### src/rtl/reorder_buffer.sv
// In-order retirement buffer: allocates entries at tail, marks them completed from writeback,
// retires from head in program order. Optional operand bypass search under ROB_BYPASS_EN.
module reorder_buffer #(
    parameter int ROB_SIZE = 16,
    parameter int IDX_W    = $clog2(ROB_SIZE)
) (
    input  logic             clk_i,
    input  logic             rst_i,
    input  logic             alloc_valid_i,
    output logic             alloc_ready_o,
    input  logic [31:0]      alloc_pc_i,
    input  logic [31:0]      alloc_instr_i,
    input  logic [4:0]       alloc_rd_i,
    input  logic             alloc_we_i,
    input  logic             alloc_store_i,
    output logic [IDX_W-1:0] alloc_idx_o,
    input  logic             wb_valid_i,
    input  logic [IDX_W-1:0] wb_idx_i,
    input  logic [31:0]      wb_result_i,
    input  logic             wb_branch_taken_i,
    input  logic [31:0]      wb_new_pc_i,
    output logic             commit_valid_o,
    output logic [IDX_W-1:0] commit_idx_o,
    output logic [31:0]      commit_pc_o,
    output logic [4:0]       commit_rd_o,
    output logic             commit_we_o,
    output logic             commit_store_o,
    output logic [31:0]      commit_result_o,
    output logic             flush_o,
    output logic [31:0]      flush_pc_o,
    output logic [IDX_W:0]   count_o,
    output logic             empty_o,
    input  logic [4:0]       byp_rs1_i,
    input  logic [4:0]       byp_rs2_i,
    output logic             byp_rs1_hit_o,
    output logic             byp_rs2_hit_o,
    output logic [31:0]      byp_rs1_data_o,
    output logic [31:0]      byp_rs2_data_o
);
    typedef logic [IDX_W-1:0] rob_idx_t;

    localparam logic [IDX_W:0] FULL_COUNT = (IDX_W+1)'(ROB_SIZE);

    logic [ROB_SIZE-1:0] valid_q;
    logic [ROB_SIZE-1:0] done_q;
    logic [ROB_SIZE-1:0] we_q;
    logic [ROB_SIZE-1:0] store_q;
    logic [ROB_SIZE-1:0] taken_q;
    logic [31:0]         pc_q     [ROB_SIZE];
    logic [31:0]         instr_q  [ROB_SIZE];
    logic [31:0]         result_q [ROB_SIZE];
    logic [31:0]         new_pc_q [ROB_SIZE];
    logic [4:0]          rd_q     [ROB_SIZE];
    rob_idx_t            head_q;
    rob_idx_t            tail_q;
    logic [IDX_W:0]      count_q;

    logic alloc_fire;
    logic wb_hit;
    logic unused_instr;

    // Reset in progress suppresses retirement so in-flight work is dropped, never committed.
    assign commit_valid_o = valid_q[head_q] && done_q[head_q] && !rst_i;
    assign flush_o        = commit_valid_o && taken_q[head_q];
    assign alloc_ready_o  = (count_q < FULL_COUNT) && !flush_o;
    assign alloc_fire     = alloc_valid_i && alloc_ready_o;
    assign wb_hit         = wb_valid_i && valid_q[wb_idx_i];

    assign alloc_idx_o     = tail_q;
    assign count_o         = count_q;
    assign empty_o         = (count_q == '0);
    assign commit_idx_o    = head_q;
    assign commit_pc_o     = commit_valid_o ? pc_q[head_q] : '0;
    assign commit_rd_o     = commit_valid_o ? rd_q[head_q] : '0;
    assign commit_we_o     = commit_valid_o && we_q[head_q] && (rd_q[head_q] != 5'd0);
    assign commit_store_o  = commit_valid_o && store_q[head_q];
    assign commit_result_o = commit_valid_o ? result_q[head_q] : '0;
    assign flush_pc_o      = flush_o ? new_pc_q[head_q] : '0;
    assign unused_instr    = ^instr_q[head_q];

    always_ff @(posedge clk_i) begin
        if (rst_i) begin
            valid_q <= '0;
            done_q  <= '0;
            head_q  <= '0;
            tail_q  <= '0;
            count_q <= '0;
        end else if (flush_o) begin
            valid_q <= '0;
            done_q  <= '0;
            head_q  <= '0;
            tail_q  <= '0;
            count_q <= '0;
        end else begin
            if (alloc_fire) begin
                valid_q[tail_q] <= 1'b1;
                done_q[tail_q]  <= 1'b0;
                tail_q          <= tail_q + 1'b1;
            end
            if (wb_hit)
                done_q[wb_idx_i] <= 1'b1;
            if (commit_valid_o) begin
                valid_q[head_q] <= 1'b0;
                head_q          <= head_q + 1'b1;
            end
            count_q <= count_q + (IDX_W+1)'(alloc_fire) - (IDX_W+1)'(commit_valid_o);
        end
    end

    // Payload storage carries no reset; validity alone qualifies every read.
    always_ff @(posedge clk_i) begin
        if (alloc_fire) begin
            pc_q[tail_q]    <= alloc_pc_i;
            instr_q[tail_q] <= alloc_instr_i;
            rd_q[tail_q]    <= alloc_rd_i;
            we_q[tail_q]    <= alloc_we_i;
            store_q[tail_q] <= alloc_store_i;
        end
        if (wb_hit) begin
            result_q[wb_idx_i] <= wb_result_i;
            new_pc_q[wb_idx_i] <= wb_new_pc_i;
            taken_q[wb_idx_i]  <= wb_branch_taken_i;
        end
    end

`ifdef ROB_BYPASS_EN
    rob_idx_t byp_k;

    // Walk oldest to youngest from head so the last match found is the youngest producer.
    always_comb begin
        byp_k          = head_q;
        byp_rs1_hit_o  = 1'b0;
        byp_rs2_hit_o  = 1'b0;
        byp_rs1_data_o = '0;
        byp_rs2_data_o = '0;
        for (int i = 0; i < ROB_SIZE; i++) begin
            byp_k = head_q + rob_idx_t'(i);
            if (valid_q[byp_k] && done_q[byp_k] && we_q[byp_k] && rd_q[byp_k] != 5'd0) begin
                if (rd_q[byp_k] == byp_rs1_i) begin
                    byp_rs1_hit_o  = 1'b1;
                    byp_rs1_data_o = result_q[byp_k];
                end
                if (rd_q[byp_k] == byp_rs2_i) begin
                    byp_rs2_hit_o  = 1'b1;
                    byp_rs2_data_o = result_q[byp_k];
                end
            end
        end
    end
`else
    logic unused_byp;

    assign unused_byp     = ^{byp_rs1_i, byp_rs2_i};
    assign byp_rs1_hit_o  = 1'b0;
    assign byp_rs2_hit_o  = 1'b0;
    assign byp_rs1_data_o = '0;
    assign byp_rs2_data_o = '0;
`endif

    wb_alloc_collision: assert property (@(posedge clk_i) disable iff (rst_i)
        !(alloc_fire && wb_valid_i && wb_idx_i == tail_q));

endmodule

### config.mk
export PLATFORM = sky130hd
export DESIGN_NAME = reorder_buffer
export DESIGN_NICKNAME = d
export VERILOG_FILES = /design/src/rtl/reorder_buffer.sv
export SDC_FILE = /design/constraint.sdc
export NUM_CORES = 1
export LEC_CHECK = 0
export CAP_MARGIN = 10
export CELL_PAD_IN_SITES_DETAIL_PLACEMENT = 0
export CELL_PAD_IN_SITES_GLOBAL_PLACEMENT = 1
export CORE_MARGIN = 3
export CORE_UTILIZATION = 45
export DETAILED_ROUTE_END_ITERATION = 16
export PLACE_DENSITY_LB_ADDON = 0.15
export SLEW_MARGIN = 40
export SYNTH_ARGS = -nofsm -noshare
export SYNTH_HDL_FRONTEND = slang
export SYNTH_SLANG_ARGS = --single-unit
export TNS_END_PERCENT = 20
### constraint.sdc
create_clock -name clk_i -period 17.7 [get_ports clk_i]
set_input_delay 3.54 -clock clk_i [delete_from_list [all_inputs] [get_ports clk_i]]
set_output_delay 3.54 -clock clk_i [all_outputs]
set_load 0.01 [all_outputs]
# Yosys cells after proc, flatten, opt, wreduce, memory -nomap -nowiden
# Memory sizes are Yosys's and may differ from the RTL's. A register that Yosys moved wholly into a read port is not among the register bits.
# Index checks and enable logic that the tools add are counted.
dict set report totals {
  register_bits 93
  mem_bits_rw 1616
  output_inout_bits 186
  wordCells 91
  mem_count 4
}
dict set report op_classes {
  add_sub_neg 4
  n_lt_le_gt_ge 7
  muxes 45
  bitwise_logic 6
  reduce_logical 17
}
# memory words word_bits rd rd_ports_with_merged_regs wr line_no
set memory_table {}
lappend memory_table {new_pc_q 16 32 1 1 1 52} ;# logic [31:0] new_pc_q [ROB_SIZE];
lappend memory_table {pc_q 16 32 1 1 1 49} ;# logic [31:0] pc_q [ROB_SIZE];
lappend memory_table {result_q 16 32 1 1 1 51} ;# logic [31:0] result_q [ROB_SIZE];
lappend memory_table {rd_q 16 5 1 1 1 53} ;# logic [4:0] rd_q [ROB_SIZE];
# operator count
set op_table {}
lappend op_table {{$mux 16} 8}
lappend op_table {{$mux 32} 3}
lappend op_table {{$bwmux 16} 3}
lappend op_table {{$and 16x16->16} 2}
lappend op_table {{$mux 4} 8}
lappend op_table {{$not 16->16} 2}
lappend op_table {{$or 16x16->16} 2}
lappend op_table {{$bmux 1 s4} 6}
lappend op_table {{$lt 4x5->1 const B} 3}
lappend op_table {{$mux 1} 13}
lappend op_table {{$demux 1 s4} 3}
lappend op_table {{$ge 4x1->1 const B} 3}
lappend op_table {{$logic_and 1x1->1} 12}
lappend op_table {{$add 4x1->4 const B} 2}
lappend op_table {{$add 5x1->5} 1}
lappend op_table {{$logic_not 5->1} 1}
lappend op_table {{$lt 5x5->1 const B} 1}
lappend op_table {{$mux 5} 1}
lappend op_table {{$reduce_bool 5->1} 1}
lappend op_table {{$sub 5x1->5} 1}
lappend op_table {{$logic_not 1->1} 2}
lappend op_table {{$reduce_or 2->1} 1}

# Logic depth before layout (Yosys ltp)
# Gate-level depths: netlist of the first run.
dict set report logic_depth {
  depth_word 13
  mapped_depth 17
  depth_no_buf 15
}

# Worst setup path after synthesis of the first run
# OpenSTA, ideal clock, no wires.
dict set report synth_timing {
  path_type {input -> register}
  from {in wb_idx_i[0]}
  to {reg done_q[0]}
  setup_time_ns 0.112
  arrival_time_ns 11.865
  t_required_ns 17.588
  setup_slack_ns 5.724
  stages 5
  cell_sequence {clkbuf_1 -> or3b_2 -> nor4b_1 -> and3b_1 -> nor4_1}
}
dict set report synth_via {
  elab_chain_len 6
  word_cells_on_any_way 10
  classes_between {order compare (2); mux (5); bitwise (1); reduce/logical (2)}
}
# element line_no
set synth_lines {}
lappend synth_lines {{start, declared} 18} ;# input logic [IDX_W-1:0] wb_idx_i,
lappend synth_lines {{$lt 4x5->1 (not written as such) / $ge 4x1->1 (equally long branches)} 101} ;# done_q[wb_idx_i] <= 1'b1;
lappend synth_lines {{$logic_and 1x1->1 (not written as such)} 101}
lappend synth_lines {{$mux 1 (not written as such)} 101}
lappend synth_lines {{$demux 1 s4} 101}
lappend synth_lines {{$or 16x16->16 (no source line)} n/a}
lappend synth_lines {{$mux 16 (*)} 100} ;# if (wb_hit)
lappend synth_lines {{end signal, assigned} 90} ;# done_q <= '0;
lappend synth_lines {{end signal, assigned by index} 97} ;# done_q[tail_q] <= 1'b0;
lappend synth_lines {{end signal, assigned by index} 101}
lappend synth_lines {{end, declared} 45} ;# logic [ROB_SIZE-1:0] done_q;
# Mark *: on every way between the ends. The rest lies on a longest branch, timed or not. The select of a mux whose other input is x is not followed.
# A chain may end at the register's enable or synchronous reset.

# Worst setup path after layout of the first run
dict set report layout_timing {
  from {in rst_i}
  to {out commit_result_o[17]}
}
dict set report layout_via {
  elab_chain_len 3
}
# element line_no
set layout_lines {}
lappend layout_lines {{start, declared} 8} ;# input logic rst_i,
lappend layout_lines {{$logic_not 1->1} 63} ;# assign commit_valid_o = valid_q[head_q] && done_q[head_q] && !rst_i;
lappend layout_lines {{$logic_and 1x1->1} 63}
lappend layout_lines {{$mux 32} 77} ;# assign commit_result_o = commit_valid_o ? result_q[head_q] : '0;
lappend layout_lines {{end, declared} 28} ;# output logic [31:0] commit_result_o,
# No other way between the ends.

==> reports/results.tsv, run 1 <==
stage	metric	value	unit
critical_path	family with the most delay on the worst path	buffers and inverters	
min_path	Hold Crit Class	flip-flop to flip-flop	
drt	Total Routed Length	156	mm
synth	Area contributors post-synth	edfxtp_1 75%, mux4_2 18%, dfxtp_1 1.5%, and3_1 0.93%, buf_4 0.79%	
critical_path	arrival time worst endpoint	6.27	ns
cts	Reg clk slew, reported paths	0.05	ns
drt	Vias per Instance	5.79	
critical_path	WP buf/inv	5	
synth	Synth cell types	52	
pwr	Max VDD drop	0.0814	mV
synth	Synth Register Bits	1713	
pwr	internal power	6.60	mW
drt	DR vias	30700	
sta	RSZ-0062 raised after global routing	no	
synth	Mean Syn Cell Area	23.0	sq um
sta	fin crit period	9.81	ns
sta	Final Cycle Share	55.4	%
pwr	switching share of power	20.0	%
synth	asr flop ratio synth	0	%
sta	Fin Clk Skew	0.0244	ns
pwr	Comb power frac	3.1	%
cts	maximum buffer depth of the clock tree	3	
cts	post-CTS setup buffers	0	
global_route	global route overflow	0	
cts	number of clock sinks	1713	
die	die footprint	153000	sq um
synth	Simple-Gate Fraction of Synth Area	2.50	%
critical_path	Crit. End Element	primary output	
die	Initial Util	45.7	%
synth	Synth top area share	74.6	%
synth	xor/xnor share of the synthesized area	0.0785	%
synth	Seq/Total Area, Yosys	76.1	%
die	Die Ht	392	um
critical_path	CP max stage cell	buf_6	
die	core area	147000	sq um
run_status	status	completed	
die	Die X	392	um
cts	Clock Tree Root	clkbuf_16	
place	Port-buffer cells	231	
critical_path	worst path required time	14.16	ns
global_route	first-pass GRT wire length	228	mm
cells_and_area	fin nets	3404	
synth	post-synth design cell area	66900	sq um
synth	Post-synth EDFFs	1664	
die	I/O Pins	340	
synth	compound-gate portion of the synthesized area	1.13	%
cells_and_area	share of cells above drive strength 1	27.2	%
place	GP Congestion	0.756	
critical_path	Worst path max stage delay	0.60	ns
cts	clk_lat worst skew	0.78	ns
sta	setup violators final	0	
cts	Resized cells post-CTS	0	
critical_path	critical path class	primary input to primary output	
synth	Synth Area in Adders	0.292	%
global_route	largest net degree at the start of global routing	82	
pwr	Sw Pwr	1.65	mW
cts	total CTS buffers	174	
synth	post-synth top area cell	edfxtp_1	
synth	largest family of logic cells by synthesized area	multiplexers	
drt	Routed Antenna Nets	0	
flow_run	max-capacitance violation count	0	
cts	hold buffers post-CTS	0	
global_route	vias in the first global route	33100	
pwr	P_leak	23.7	nW
sta	max_slew headroom	43.0	%
sta	Worst Max-Slew Pin Slew	0.853	ns
die	FP Rows	140	
sta	max-slew violation count	0	
pwr	power density cells	107	nW/um^2
critical_path	most used cell, CP	clkdlybuf4s50_1	
cells_and_area	post-layout util	52.8	%
pwr	sequential power share	54.7	%
critical_path	worst path cell trace	clkdlybuf4s50_1, buf_4, inv_6, buf_6, and3_1, clkdlybuf4s50_1	
synth	Synth Instances	2910	
critical_path	CP startpoint kind	primary input	
cells_and_area	Layout area overhead	15.7	%
sta	setup TNS	0	ns
synth	Most used DFF post-synth	edfxtp_1	
pwr	Pwr Total	8.26	mW
global_route	initial antenna violation count	22	
drt	DR iter-0 viols	2270	
cts	htree depth	4	
synth	Ys Warns	0	
drt	DRC violations left	0	
global_route	total global-route track usage	20.7	%
sta	maximum clock rate	102	MHz
sta	Fin. Hold Viols	0	
synth	proportion of synthesized area in mux cells	18.0	%
drt	DR pass1 iterations	5	
critical_path	Critical Path Fanout Max	68	
pwr	clock power share	42.3	%
cts	CTS tree	yes	
drt	wire per inst	29.5	um
place	Post-DP HPWL	84.5	mm
## layer usage
layer	part of all wire, %	track usage (%)	up-vias
met3	5.6	3.75	227
li1	-	-	13000
met1	39	26.3	16600
met4	2.0	5.01	10
met5	0.033	0	-
met2	53	36.8	872
## power by group through the flow
stage	sequential (mW)	clock [mW]	combinational, mW
after floorplan	4.60	0	0.117
after global placement	4.59	0	0.241
after detailed placement	4.60	0	0.255
after CTS	4.51	3.58	0.255
after global routing	4.51	3.75	0.276
final	4.51	3.49	0.253
## metrics by stage
stage               cells  setup WS [ns]  instance area, sq um  hold WS (ns)
floorplan            2975           5.72                 67200         0.477
global placement     4960           7.74                 71500         0.487
detailed placement   4974           7.90                 71900         0.494
CTS                  5289           7.89                 77300         0.507
global route         5295           7.74                 77400         0.528
finish               5306           7.89                 77400         0.504
## cell families after synthesis
kind of cell / Yosys count
fa+ha+maj: 15
simple gates: 295
flops: 1713
mux: 537
other cells: 1
buf+inv: 247
xor+xnor: 6
compound gates: 96
## cell usage in the layout, fill, tap and decap left out, drive strengths merged, types with 4 or more instances in the layout
cell type	netlist	layout
nor2	47	47
and2	33	33
a21oi	8	8
nor4	16	16
o21ai	6	6
a21boi	16	16
mux4	530	530
nor2b	16	16
a22oi	16	16
a221oi	4	4
and3	100	100
conb	1	66
o2111ai	17	17
nor4b	5	5
nand3b	4	4
clkbuf	92	219
diode	0	15
nand4	4	4
bufinv	0	12
dfxtp	49	49
inv	13	19
xor2	4	4
buf	141	85
nand2	50	50
ha	14	14
clkdlybuf4s50	0	231
nand3	9	9
mux2i	7	7
a31oi	18	18
and3b	6	6
clkinv	1	78
a22o	4	4
edfxtp	1664	1664
## worst paths after layout
path / startpoint / endpoint / slack, ns / cells past startpoint
worst min register to register: done_q[5]$_SDFF_PP0_ / done_q[5]$_SDFF_PP0_ / 0.50 / 2
worst min-delay path: done_q[5]$_SDFF_PP0_ / done_q[5]$_SDFF_PP0_ / 0.50 / 2
worst max register to register: commit_idx_o[2]$_SDFFE_PP0P_ / count_o[4]$_SDFF_PP0_ / 13.39 / 15
worst max-delay path: rst_i / commit_result_o[17] / 7.89 / 6
## cell type report
class / instances / area [sq um]
inverters: 14 / 57.6
multi-input cells: 1015 / 15300
flip-flops and latches: 1713 / 51000
fillers: 11200 / 69200
clock inverters: 97 / 858
repair buffers: 317 / 3250
well taps: 1917 / 2400
diodes: 15 / 37.5
clock buffers: 218 / 4580
## worst reg2reg max path: stages (launching register included)
cell and delay (ns):
dfxtp_1 0.80, clkinv_1 0.51, a31oi_1 0.31, nand4_2 0.55
o211a_1 0.40, o21ai_0 0.17, ha_1 0.25, inv_1 0.06
ha_1 0.16, inv_1 0.06, fa_1 0.43, inv_1 0.08
a21oi_1 0.07, nor2_1 0.11, or3_1 0.12, a21oi_1 0.06
## synth_stat cells, types with 2 or more instances
cell / number
buf_4: 70
nand4_1: 2
a22oi_2: 10
nor4_1: 16
o2111ai_1: 17
mux4_2: 527
a22o_1: 4
ha_1: 14
nor4b_1: 5
inv_2: 2
nor2b_1: 16
inv_1: 11
nand2_2: 10
buf_1: 10
nand4_2: 2
o21ai_0: 6
and3b_1: 6
a21oi_1: 8
buf_2: 59
nand3_1: 9
edfxtp_1: 1664
nand2_1: 40
xor2_1: 4
a311oi_1: 2
xnor2_1: 2
or3_1: 2
clkbuf_1: 92
a221oi_1: 4
a31oi_1: 18
dfxtp_1: 49
mux4_1: 3
a22oi_1: 6
nand3b_1: 4
and3_1: 100
nor2_1: 46
mux2i_1: 7
a21boi_0: 16
and2_1: 33
## state kept, by name (all words and copies together), names as in the netlist, 80 cells and up, named ones only
signal	count
rd_q	80
pc_q	512
result_q	512
new_pc_q	512
Power figures use the tool's default switching activity.
==> inputs of run 2 (changes only) <==
- clock period: 17.7 -> 9.4 ns (I/O delays scaled with it)
==> run 2 against run 1 <==
Against the previous run: register-to-register slack worse by 8.6 ns; worst setup slack worse by 5.1 ns; critical path type unchanged; via count increased by 0.63%; sequential power rose by 88%; die area did not move; clock skew is 0.023 ns higher; worst hold slack improved by 0.011 ns; clock-buffer cell count is 19 higher; sequential share of layout area fell by 0.21 points; wire length increased by 0.63%; flip-flop and latch count unchanged.
==> reports/results.tsv, run 2 (same netlist as run 1, synthesis figures left out) <==
stage	metric	value	unit	change
sta	max_slew headroom	42.3	%	-0.67 points
pwr	P_leak	23.8	nW	+0.42%
cts	post-CTS setup buffers	0		unchanged
die	I/O Pins	340		unchanged
cells_and_area	design area	77700	sq um	+0.32%
cells_and_area	fin nets	3413		+0.26%
cts	clk_lat worst skew	0.79	ns	about the same
min_path	worst hold path stage count	2		unchanged
cells_and_area	area of the multi-input gates	15300	sq um	about the same
cts	hold buffers post-CTS	0		unchanged
critical_path	reg2reg end	count_o[4]$_SDFF_PP0_		
sta	fin crit period	6.57	ns	
critical_path	CP startpoint kind	primary input		
drt	DR pass1 iterations	7		+2
die	FP Rows	140		unchanged
cells_and_area	most frequent cells in the layout	1664 x edfxtp_1, 526 x mux4_2, 231 x clkdlybuf4s50_1		
cts	Reg clk slew, reported paths	0.06	ns	about the same
drt	Routed Antenna Nets	0		unchanged
sta	Fin Clk Skew	0.0472	ns	+0.0229 ns
cts	Clock Tree Root	clkbuf_16		
place	Placed Cells	4977		+0.060%
global_route	first-pass GRT wire length	229	mm	+0.62%
global_route	vias in the first global route	32600		-1.4%
sta	setup ws final	2.83	ns	-5.05 ns
place	Post-DP HPWL	84.1	mm	-0.41%
cts	CTS tree	yes		
cts	htree depth	4		unchanged
drt	wire per inst	29.6	um	+0.46%
cells_and_area	Layout area overhead	16.0	%	
sta	setup TNS	0	ns	unchanged
cts	total CTS buffers	181		+4.0%
cts	Resized cells post-CTS	0		unchanged
drt	DR vias	30900		+0.63%
flow_run	max-capacitance violation count	0		unchanged
place	Port-buffer cells	231		unchanged
cells_and_area	commonest non-fill, non-tap cell in the layout	edfxtp_1		
critical_path	worst path required time	7.52	ns	-6.64 ns
sta	Final Cycle Share	69.9	%	
sta	Fin. Hold Viols	0		unchanged
critical_path	reg2reg start	commit_idx_o[1]$_SDFFE_PP0P_		
drt	Vias per Instance	5.81		+0.46%
min_path	Hold Crit Class	flip-flop to flip-flop		
critical_path	Crit. End Element	primary output		
cts	number of clock sinks	1713		unchanged
die	Die X	392	um	unchanged
sta	Min Hold Slack	0.515	ns	+0.0108 ns
cells_and_area	Finished Layout Cells	5315		+0.17%
drt	Total Routed Length	157	mm	+0.63%
cells_and_area	share of cells above drive strength 1	27.2	%	+0.057 points
drt	DR iter-0 viols	2538		+12%
cts	maximum buffer depth of the clock tree	3		unchanged
run_status	status	completed		
sta	max-slew violation count	0		unchanged
critical_path	Critical Path Fanout Max	71		+4.4%
critical_path	R2R Setup Slk	4.78	ns	-8.61 ns
min_path	hold path start	done_q[15]$_SDFF_PP0_		
die	core area	147000	sq um	unchanged
global_route	global route overflow	0		unchanged
pwr	Max VDD drop	0.145	mV	+79%
critical_path	arrival time worst endpoint	4.69	ns	-1.58 ns
pwr	power density cells	203	nW/um^2	+90%
cells_and_area	Largest regs	new_pc_q (512), pc_q (512), result_q (512)		
cells_and_area	sequential cell area	51000	sq um	unchanged
cells_and_area	Fillers	11100		-0.35%
die	die footprint	153000	sq um	unchanged
die	Die Ht	392	um	unchanged
min_path	worst hold endpoint	done_q[15]$_SDFF_PP0_		
global_route	total global-route track usage	20.8	%	+0.12 points
place	dpl cell area	71900	sq um	about the same
die	Initial Util	45.7	%	unchanged
drt	DRC violations left	0		unchanged
sta	maximum clock rate	152	MHz	
sta	Worst Max-Slew Pin Slew	0.865	ns	+0.0122 ns
critical_path	reg2reg path depth	15		unchanged
sta	RSZ-0062 raised after global routing	no		
global_route	initial antenna violation count	30		+36%
global_route	largest net degree at the start of global routing	111		+35%
place	Place WS	2.79	ns	-5.11 ns
sta	setup violators final	0		unchanged
place	GP Congestion	0.746		-1.3%
critical_path	critical path class	primary input to primary output		
[run 2: changes by cell type in the layout (fill, tap and decap cells not counted), sizes merged]
cell / change
clkinv: -14
buf: +3
diode: -6
inv: +4
clkinvlp: +4
clkbuf: +18
[run 2: how the worst max path moves through the flow]
stage,end,cells past startpoint,from,slack (ns)
floorplan,done_q[3]$_SDFF_PP0_,5,wb_idx_i[0],-0.68
global placement,commit_result_o[13],6,rst_i,2.90
detailed placement,commit_pc_o[2],6,rst_i,2.79
CTS,flush_pc_o[24],8,commit_idx_o[1]$_SDFFE_PP0P_,2.67
global route,flush_pc_o[24],8,commit_idx_o[1]$_SDFFE_PP0P_,2.60
finish,commit_pc_o[2],6,rst_i,2.83
[run 2: area by class of cell]
| cell class | count | share of cell area, % |
|---|---|---|
| clock inverters | 91 | 1.17 |
| clock buffers | 237 | 6.17 |
| inverters | 14 | 0.0741 |
| repair buffers | 319 | 4.20 |
| flip-flops and latches | 1713 | 65.6 |
| diodes | 9 | 0.0290 |
| well taps | 1917 | 3.09 |
| multi-input cells | 1015 | 19.7 |
[run 2: worst max-delay path: stages]
cell and delay (ns):
clkdlybuf4s50_1 0.41, buf_4 0.27, inv_6 0.59, buf_4 0.57, and3_1 0.27, clkdlybuf4s50_1 0.54
[run 2: report_power, final]
| part | switching, mW | leakage [nW] | total [mW] | internal, mW |
|---|---|---|---|---|
| Combinational | 0.295 | 5.64 | 0.472 | 0.177 |
| Sequential | 0.0319 | 15.4 | 8.50 | 8.47 |
| Clock | 2.87 | 2.75 | 6.80 | 3.94 |
[run 2: routing by layer]
layer,vias up,share of wire (%),track usage (%)
met5,-,0.074,0
met4,18,1.6,4.48
li1,13000,-,-
met2,906,52,35.7
met3,213,6.0,4.12
met1,16800,40,27.7
[run 2: stage by stage]
step           util (%)  power (mW)
6_report           53.0        15.8
5_1_grt            53.0        16.3
4_1_cts            52.9        16.0
3_5_place_dp       49.1        9.14
3_3_place_gp       48.8        9.11
2_1_floorplan         -        8.88
==> RTL change (settings of run 1) <==
`ROB_SIZE`: 16 -> 8.
--- a/src/rtl/reorder_buffer.sv
+++ b/src/rtl/reorder_buffer.sv
@@ -1,7 +1,7 @@
 // In-order retirement buffer: allocates entries at tail, marks them completed from writeback,
 // retires from head in program order. Optional operand bypass search under ROB_BYPASS_EN.
 module reorder_buffer #(
-    parameter int ROB_SIZE = 16,
+    parameter int ROB_SIZE = 8,
     parameter int IDX_W    = $clog2(ROB_SIZE)
 ) (
     input  logic             clk_i,
Interface: changed (resized alloc_idx_o, commit_idx_o, count_o and wb_idx_i); port bits go from 340 to 336. The function was not compared with the original's and may differ.
==> RTL change against run 1 <==
- critical path depth unchanged
- total power down 48%
- sequential power down 49%
- sequential cell count down 852
- register-to-register slack better by 0.35 ns
- routed wire length down 54%
- setup slack worse by 0.51 ns
- non-clock buffer count down 58
- design area down 49%
- global-route usage down 1.9 points
- sequential share of layout area down 1.4 points
- synthesized area down 50%
- worst hold slack worse by 0.025 ns
- synthesized cell count down 45%
- largest cell class unchanged
- largest power group unchanged
==> RTL change: results (changes against run 1) <==
* Beginning of the worst hold path: valid_q[1]
* Wire length of the first global-routing pass at 109,000 um (-52%)
* Count of flip-flops with a built-in enable after synthesis at 832 (-50%)
* Largest fanout on the critical path at 61 (-10%)
* Number of non-clock buffers in the layout at 259 (-18%)
* Aggregate global-route resource usage at 18.8% (-1.9 points)
* Seq power at 0.00229 W (-49%)
* Number of cell instances on the worst register-to-register path at 13 (-2)
* Slew of the pin with the lowest slew margin at 0.792 ns (-0.0605 ns)
* Slowest cell delay on critical path at 0.90 ns (+0.30 ns)
* Cell total after placement at 2,733 (-45%)
* Standard-cell rows at 99 (-29%)
* Fraction of cell area in non-clock buffers at 6.43% (+2.2 points)
* H-Tree Depth at 3 (-1)
* Launch point of the worst reg-to-reg path: commit_idx_o[0]
* Post-detailed-placement half-perimeter wirelength at 39,100 um (-54%)
* Share of final-layout standard cells stronger than drive strength 1 at 20.1% (-7.1 points)
* Cell types occupying the most area after synthesis: edfxtp_1 (74%), mux4_2 (14%), mux2i_1 (3.1%), buf_4 (1.9%), dfxtp_1 (1.7%)
* Initial antenna violation count at 6 (-73%)
* End of the worst register-to-register path: count_o[2]
* Detailed-route via count at 15,800 (-48%)
* Post-DR vias/cell at 5.45 (-5.7%)
* Input/output buffers at 227 (-1.7%)
* Cell with the largest stage delay on the worst path: clkdlybuf4s50_1
* Status: finished, final reports clean
* Number of nets at the end of the flow at 2,027 (-40%)
* Final hold slack at 0.479 ns (-0.0251 ns)
* Static leakage at 12.1 nW (-49%)
* Total area of sequential cells at 25,600 um2 (-50%)
* Maximum number of pins on one net before global-route repair at 69 (-16%)
* Multi-input combinational cell count at 623 (-39%)
* Vias in the first global route at 17,100 (-48%)
* Register area share after synthesis at 75.9% (-0.24 points)
* End of the worst hold path: valid_q[1]
RTL change: stage by stage:
stage          power [W]  setup slack [ns]  util [%]  area, um2
3_3_place_gp     0.00249              7.39      50.0      36800
3_5_place_dp     0.00249              7.37      50.0      36800
4_1_cts          0.00434              7.36      54.0      39700
5_1_grt          0.00443              7.19      54.0      39700
2_1_floorplan    0.00242              5.64         -      33900
6_report         0.00428              7.38      54.0      39700
RTL change: per-layer routing:
| layer | track usage, % | share of wire, % | up-vias |
|---|---|---|---|
| li1 | - | - | 6943 |
| met4 | 4.98 | 2.1 | 6 |
| met2 | 32.6 | 51 | 329 |
| met3 | 3.18 | 4.3 | 103 |
| met5 | 0 | 0.065 | - |
| met1 | 24.8 | 42 | 8440 |
RTL change: cell families after synthesis:
group,synth area share (%)
flip-flops,75.9
multiplexers,17.0
buffers and inverters,3.06
AND/OR/NAND/NOR,2.23
AO/OA/AOI/OAI,1.39
adder cells (fa/ha/maj),0.319
XOR/XNOR,0.0780
other,0.0111
